==> config.mk <==
export PLATFORM = sky130hd
export DESIGN_NAME = fetch_instr_queue
export DESIGN_NICKNAME = d
export VERILOG_FILES = /design/src/rtl/fetch_instr_queue.sv
export SDC_FILE = /design/constraint.sdc
export NUM_CORES = 2
export LEC_CHECK = 0
export ABC_CLOCK_PERIOD_IN_PS = 17960
export BUFFER_PORTS_ARGS = -buffer_cell sky130_fd_sc_hd__buf_4
export CAP_MARGIN = 0
export CORE_MARGIN = 2
export CORE_UTILIZATION = 45
export CTS_CLUSTER_SIZE = 20
export DETAILED_ROUTE_END_ITERATION = 8
export GPL_ROUTABILITY_DRIVEN = 0
export PLACE_DENSITY = 0.74
export SETUP_SLACK_MARGIN = 0.2
export SLEW_MARGIN = 40
export SYNTH_ARGS = -nofsm -noshare
export SYNTH_HDL_FRONTEND = slang
export SYNTH_SLANG_ARGS = --single-unit
==> constraint.sdc <==
create_clock -name clk_in -period 17.96 [get_ports clk_in]
set_input_delay 0.898 -clock clk_in [delete_from_list [all_inputs] [get_ports clk_in]]
set_output_delay 0.898 -clock clk_in [all_outputs]
set_load 0.02 [all_outputs]
==> src/rtl/fetch_instr_queue.sv <==
// fetch_instr_queue
//   Circular instruction queue between fetch and decode. Fetch pushes up to
//   SUPER_SCALAR_WIDTH {instr, pc} pairs per cycle. Decode sees the oldest
//   SUPER_SCALAR_WIDTH entries show-ahead and consumes every presented lane
//   when it asserts dec_ready_in. A flush (branch redirect) empties the queue.
//
// Ports
//   clk_in        clock, all state on the rising edge
//   rst_N_in      asynchronous active-low reset (control state only)
//   flush_in      discard all entries; overrides same-cycle enq/deq
//   if_valid_in   per-lane valid from fetch, lane 0 oldest, must be contiguous
//   if_instr_in   fetched instructions, one per lane
//   if_pc_in      matching PCs
//   if_ready_out  registered: a full lane group can be taken at the next edge
//   dec_valid_out lane i valid iff count_out > i
//   dec_instr_out oldest entries, lane 0 oldest; invalid lanes drive zero
//   dec_pc_out    matching PCs; invalid lanes drive zero
//   dec_ready_in  decode consumes all valid lanes at this edge
//   count_out     registered occupancy, 0..DEPTH
//   err_out       one-cycle pulse after a non-contiguous valid mask is offered
module fetch_instr_queue #(
  parameter int INSTRUCTION_WIDTH  = 32,
  parameter int SUPER_SCALAR_WIDTH = 2,
  parameter int PC_WIDTH           = 64,
  parameter int DEPTH              = 8
) (
  input  logic                                                  clk_in,
  input  logic                                                  rst_N_in,
  input  logic                                                  flush_in,
  input  logic [SUPER_SCALAR_WIDTH-1:0]                         if_valid_in,
  input  logic [SUPER_SCALAR_WIDTH-1:0][INSTRUCTION_WIDTH-1:0]  if_instr_in,
  input  logic [SUPER_SCALAR_WIDTH-1:0][PC_WIDTH-1:0]           if_pc_in,
  output logic                                                  if_ready_out,
  output logic [SUPER_SCALAR_WIDTH-1:0]                         dec_valid_out,
  output logic [SUPER_SCALAR_WIDTH-1:0][INSTRUCTION_WIDTH-1:0]  dec_instr_out,
  output logic [SUPER_SCALAR_WIDTH-1:0][PC_WIDTH-1:0]           dec_pc_out,
  input  logic                                                  dec_ready_in,
  output logic [$clog2(DEPTH+1)-1:0]                            count_out,
  output logic                                                  err_out
);

  localparam int SSW = SUPER_SCALAR_WIDTH;
  localparam int PW  = $clog2(DEPTH);
  localparam int CW  = $clog2(DEPTH+1);

  // Number of set lanes in a valid mask.
  function automatic logic [CW-1:0] lane_count(input logic [SSW-1:0] v);
    int n;
    n = 0;
    for (int i = 0; i < SSW; i++) begin
      if (v[i]) n++;
    end
    return CW'(n);
  endfunction

  // A mask is well formed when no valid lane sits above an invalid one.
  function automatic logic mask_contiguous(input logic [SSW-1:0] v);
    logic ok;
    ok = 1'b1;
    for (int i = 1; i < SSW; i++) begin
      if (v[i] && !v[i-1]) ok = 1'b0;
    end
    return ok;
  endfunction

  logic [INSTRUCTION_WIDTH-1:0] instr_mem [DEPTH];
  logic [PC_WIDTH-1:0]          pc_mem    [DEPTH];

  logic [PW-1:0] head;
  logic [PW-1:0] tail;
  logic [CW-1:0] count;
  logic          if_ready;
  logic          err;

  logic          mask_ok;
  logic          enq_fire;
  logic          deq_fire;
  logic          err_next;
  logic [CW-1:0] n_enq;
  logic [CW-1:0] n_deq;
  logic [CW-1:0] count_next;
  logic          ready_next;

  always_comb begin
    mask_ok    = mask_contiguous(if_valid_in);
    enq_fire   = if_ready && (|if_valid_in) && !flush_in && mask_ok;
    err_next   = if_ready && (|if_valid_in) && !flush_in && !mask_ok;
    deq_fire   = dec_ready_in && (count != '0) && !flush_in;
    n_enq      = enq_fire ? lane_count(if_valid_in) : '0;
    n_deq      = '0;
    if (deq_fire) n_deq = (count >= CW'(SSW)) ? CW'(SSW) : count;
    count_next = flush_in ? '0 : (count + n_enq - n_deq);
    // Conservative: only the committed occupancy is credited.
    ready_next = (count_next <= CW'(DEPTH - SSW));
  end

  // Control state: pointers, occupancy, ready and error flags.
  always_ff @(posedge clk_in or negedge rst_N_in) begin
    if (!rst_N_in) begin
      head     <= '0;
      tail     <= '0;
      count    <= '0;
      if_ready <= 1'b1;
      err      <= 1'b0;
    end else begin
      if (flush_in) begin
        head <= '0;
        tail <= '0;
      end else begin
        head <= head + PW'(n_deq);
        tail <= tail + PW'(n_enq);
      end
      count    <= count_next;
      if_ready <= ready_next;
      err      <= err_next;
    end
  end

  // Storage write: a well-formed mask means the valid lanes are exactly
  // lanes 0..n_enq-1, so the lane valid bit selects the slots to write.
  always_ff @(posedge clk_in) begin
    for (int i = 0; i < SSW; i++) begin
      if (enq_fire && if_valid_in[i]) begin
        instr_mem[tail + PW'(i)] <= if_instr_in[i];
        pc_mem[tail + PW'(i)]    <= if_pc_in[i];
      end
    end
  end

  // Show-ahead read of the oldest lanes; pointer arithmetic wraps naturally.
  always_comb begin
    dec_valid_out = '0;
    dec_instr_out = '0;
    dec_pc_out    = '0;
    for (int i = 0; i < SSW; i++) begin
      dec_valid_out[i] = (count > CW'(i));
      if (dec_valid_out[i]) begin
        dec_instr_out[i] = instr_mem[head + PW'(i)];
        dec_pc_out[i]    = pc_mem[head + PW'(i)];
      end
    end
  end

  assign if_ready_out = if_ready;
  assign count_out    = count;
  assign err_out      = err;

endmodule

Word-level counts from Yosys, hierarchy flattened
Memory sizes are Yosys's and may differ from the RTL's.
Index checks and enable logic that the tools add are counted.
- bitwise operators: 0
- $lt $le $gt $ge: 4
- eq/ne operators: 0
- reductions and logical operators: 13
- mux-type cells: 17
- multipliers: 0
- div/mod/pow operators: 0
- add/sub/neg operators: 7
- shift operators: 0
- operators with widths (kind ; number):
    $mux 64 ; 2
    $mux 32 ; 2
    $mux 4 ; 5
    $logic_and 1x1->1 ; 9
    $gt 4x1->1 const B ; 2
    $add 3x1->3 const B ; 2
    $add 3x3->3 ; 2
    $mux 1 ; 6
    $mux 3 ; 2
    $add 4x4->4 ; 1
    $ge 4x2->1 const B ; 1
    $le 4x3->1 const B ; 1
    $reduce_bool 4->1 ; 1
    $sub 4x4->4 ; 1
    $add 1x1->2 const B ; 1
    $logic_not 1->1 ; 2
    $reduce_or 2->1 ; 1
- bits in registers: 12
- ROM bits: 0
- input bits: 198
- memory bits (writable): 768
- output and inout port bits: 200
- latch bits: 0
- memories kept: 2
- memories (memory ; depth ; bits a word ; rd ports ; clocked after memory_dff ; write ports ; RTL line ; RTL):
    pc_mem ; 8 ; 64 ; 2 ; 0 ; 2 ; 67 ; logic [PC_WIDTH-1:0] pc_mem [DEPTH];
    instr_mem ; 8 ; 32 ; 2 ; 0 ; 2 ; 66 ; logic [INSTRUCTION_WIDTH-1:0] instr_mem [DEPTH];

Logic depth before layout (Yosys ltp)
- depth after elaboration: 9
- mapped depth: 13
- depth with buffers taken out: 12

Worst setup path before layout
OpenSTA, ideal clock, no wires.
- path type: input to register
- start: in if_valid_in[0]
- end: mem instr_mem[3][0], enable pin
- setup time: 0.683 ns
- data arrival time: 8.915 ns
- slack: 8.362 ns
- stages on the path: 6
- cells stage by stage: inv_1 -> ha_1 -> or3b_1 -> buf_2 -> or4_1 -> o21ai_0
- RTL lines (item ; RTL line ; RTL):
    start: declaration ; 30 ; input logic [SUPER_SCALAR_WIDTH-1:0] if_valid_in,
    end: declaration ; 66 ;

==> flow_results.org <==
** Global route
- Vias in the first global route :: 28600
- Summed over all layers, the global routing overflow is 0.
- Number of antenna violations at the first check in global routing :: 17
- For met1 alone, demand over resource in global routing was 33.9%.
- The first global-routing pass estimated 191000 um of wire.
- Most congested layer reported by global routing :: met2
- GRT Overall Usage :: 26.0%
- Entering global routing, the biggest net connects 97 pins.
- Met3 capacity usage during global routing :: 6.52%
- For this run, global-route usage on met2 was measured as 43.0%.

** Setup path
- Data on the critical path is required at its endpoint by 17.06 ns.
- For the worst setup path, the data arrival time is 4.11 ns.
- The worst setup path is of the flip-flop to primary output kind.
- The worst setup path is captured at a primary output.
- Most repeated library cell on the critical path :: sky130_fd_sc_hd__buf_4
- Crit-path max FO :: 53
- CP startpoint kind :: flip-flop
- On the critical path, the stage with the largest delay is an instance of sky130_fd_sc_hd__dfrtp_4.
- The largest single stage delay on the critical path is 0.68 ns.
- Number of buffers and inverters on the critical path :: 3
- Critical-path cell list :: ha_4 -> xor2_1 -> a21boi_4 -> buf_4 -> buf_6 -> a22o_1 -> buf_4
- Crit-path leading delay family :: buffers and inverters

** Status
- The flow ran to the end, and the final reports show no timing, DRC or antenna violations.

** Floorplan
- Row generation in the floorplan step produced 114 rows.
- Initial standard-cell utilization of the core :: 45.5%
- The floorplan step defined a die boundary enclosing 100000 um2.
- Measured along the y axis, the die boundary spans 317 um.
- Floorplan Core Area :: 96900 um2
- In this run the count of I/O pins placed on the die edge is 398.
- From left edge to right edge, the die measures 317 um.

** Clock tree
- Clock transition at the registers of the reported paths :: 0.06 ns
- TritonCTS built the clock tree.
- Clock buffer count from CTS :: 87
- The tree is rooted in a sky130_fd_sc_hd__clkbuf_16.
- Resize count post-CTS :: 0
- The H-tree was split into 3 levels.
- Insertion delay to the later sink of the worst-skew pair :: 0.67 ns
- For this design, the sink count on the clock tree is 780.
- Buffers added to address setup during post-CTS repair amount to 0.
- In this run the deepest clock path goes through 3 buffers.
- Number of hold buffers added after cts :: 0

** Synth
- Cells after synthesis :: 2436
- Leading area contributor after synthesis :: sky130_fd_sc_hd__edfxtp_1
- The synthesized netlist occupies a cell area of 44100 um2.
- Syn Area/Cell :: 18.1 um2
- The synthesized design contains 768 enable-type register cells.
- Counting every net in the synthesized netlist gives 2651.
- Yosys attributes the largest share of cell area to sky130_fd_sc_hd__edfxtp_1 52%, sky130_fd_sc_hd__mux4_2 20%, sky130_fd_sc_hd__mux2_2 17%, sky130_fd_sc_hd__a22o_1 3.8%, sky130_fd_sc_hd__mux2_1 2.2%.
- Synth cell count leaders :: 768 x sky130_fd_sc_hd__edfxtp_1, 682 x sky130_fd_sc_hd__mux2_2, 384 x sky130_fd_sc_hd__mux4_2, 192 x sky130_fd_sc_hd__a22o_1, 101 x sky130_fd_sc_hd__clkbuf_1
- Register bit total from synthesis :: 780
- Among all cell types in the netlist, the one instantiated most often is sky130_fd_sc_hd__edfxtp_1.
- Counting distinct cell types in the post-synthesis netlist gives 46.
- In the synthesized netlist the dominant register cell turns out to be sky130_fd_sc_hd__edfxtp_1.
- The synthesized design devotes to its leading area cell type 52.3% of total area.
- In the synthesized netlist the async set-or-reset flop fraction comes to 1.54%.
- YS warnings :: 0
- Sequential element share of the synthesized area :: 53.0%

** Min path
- Classification of the worst-slack hold path :: primary input to async pin

** Routing
- Antenna Violating Nets Remaining :: 0
- Drt wl/cell :: 32.1 um
- Vias per cell :: 6.61
- Detailed Route WL :: 132000 um
- Routed vias :: 27200
- Number of search-and-repair iterations in the first detailed-routing pass :: 7
- After detailed routing, the number of remaining DRC violations is 0.
- Iteration-0 DRC Markers :: 2923

** Layout
- Share of cells above drive strength 1 :: 58.7%
- Area growth from synthesis to layout :: 16.4%
- Layout net count :: 2977
- After filler insertion, the fill cell instance count of the layout stands at 7583.

** Timing
- The number of hold-slack violations in the final timing report is 0.
- Final worst path period need :: 5.01 ns
- Clock skew on the completed layout was measured at 0.0233 ns.
- Slew margin rel. :: 37.6%
- Worst-margin pin slew :: 0.936 ns
- Final worst slack :: 12.95 ns
- Setup repair after global routing left no endpoint under its margin.
- Setup_tns :: 0 ns
- Max Slew Vio Count :: 0
- Setup violations remaining at the end of the flow were counted as 0.
- Maximum clock frequency :: 0.200 GHz
- The final critical path takes up 27.9% of the cycle.

** Power and ir drop
- Across the VDD grid, the largest voltage drop is 82.1 uV.
- For this design the ratio of total power to cell area is 108 nW/um2.
- Summed over all cells, the static leakage comes to 16.9 nW.

** Placed design
- Placed wire-length estimate :: 72700 um
- Setup Slack @ Placement :: 13.01 ns
- I/O Buffers :: 397

** Flow run
- Max-cap violations :: 0
## per-stage QoR
| step | instances | hold slack [ns] | cell area (um2) | total power [mW] | util [%] |
|---|---|---|---|---|---|
| 2_1_floorplan | 2436 | 0.558 | 44100 | 3.13 | - |
| 3_3_place_gp | 3939 | 0.541 | 48300 | 3.81 | 49.9 |
| 3_5_place_dp | 3948 | 0.541 | 48600 | 3.85 | 50.2 |
| 4_1_cts | 4104 | 0.0342 | 51300 | 5.56 | 52.9 |
| 5_1_grt | 4109 | 0.0434 | 51300 | 5.70 | 53.0 |
| 6_report | 4116 | 0.0617 | 51300 | 5.53 | 53.0 |
## cell families (layout without fill, tap and decap cells)
family,after synthesis,after routing,share of synthesized area [%]
AOI/OAI and AO/OA,210,210,4.09
xor gates and xnor gates,6,6,0.136
adders and majority gates,17,17,0.551
buffers and inverters,224,617,2.19
DFF,780,780,53.0
muxes,1153,1153,39.3
other,0,11,0
and+or+nand+nor,46,46,0.764
## worst paths after layout
kind,start,endpoint,slack [ns],cells past startpoint
max,head[1],dec_instr_out[35],12.95,7
min reg2reg,if_ready_out,err_out,0.56,1
min in group clk_in,flush_in,head[1],0.56,2
min,rst_N_in,head[2],0.06,1
max in group asynchronous,rst_N_in,if_ready_out,17.65,1
max reg2reg,if_ready_out,instr_mem[4][8],13.99,6
## layout by cell type, fill, tap and decap left out, drive strengths merged, types with 8 or more instances in the layout
| cell | instances |
|---|---|
| mux2 | 769 |
| edfxtp | 768 |
| buf | 449 |
| mux4 | 384 |
| a22o | 192 |
| clkbuf | 105 |
| clkinv | 31 |
| inv | 16 |
| ha | 13 |
| diode | 11 |
| clkinvlp | 11 |
| dfrtp | 11 |
| nor2b | 8 |
## area by class of cell
class | count | area, um2 | area share [%]
diodes | 11 | 27.5 | 0.0536
multi-input cells | 1432 | 19900 | 38.8
inverters | 12 | 45.0 | 0.0878
well taps | 1276 | 1600 | 3.11
clock inverters | 51 | 405 | 0.790
flip-flops and latches | 780 | 23400 | 45.5
clock buffers | 105 | 2290 | 4.46
repair buffers | 449 | 3700 | 7.20
## state kept, by name (all words and copies together) (netlist names)
name,count
err_out,1
if_ready_out,1
count_out,4
instr_mem,256
pc_mem,512
tail,3
head,3
## per-layer routing
layer | vias to the layer above | wire [um]
li1 | 11100 | -
met1 | 14400 | 50300
met2 | 1437 | 65000
met3 | 261 | 13000
met4 | 20 | 3610
met5 | - | 137
## where the power goes
group	switching (mW)	total, mW	internal, mW
clock	0.740	1.72	0.977
combinational	0.979	1.73	0.746
sequential	0.0294	2.09	2.06
(Power assumes the default switching activity.)
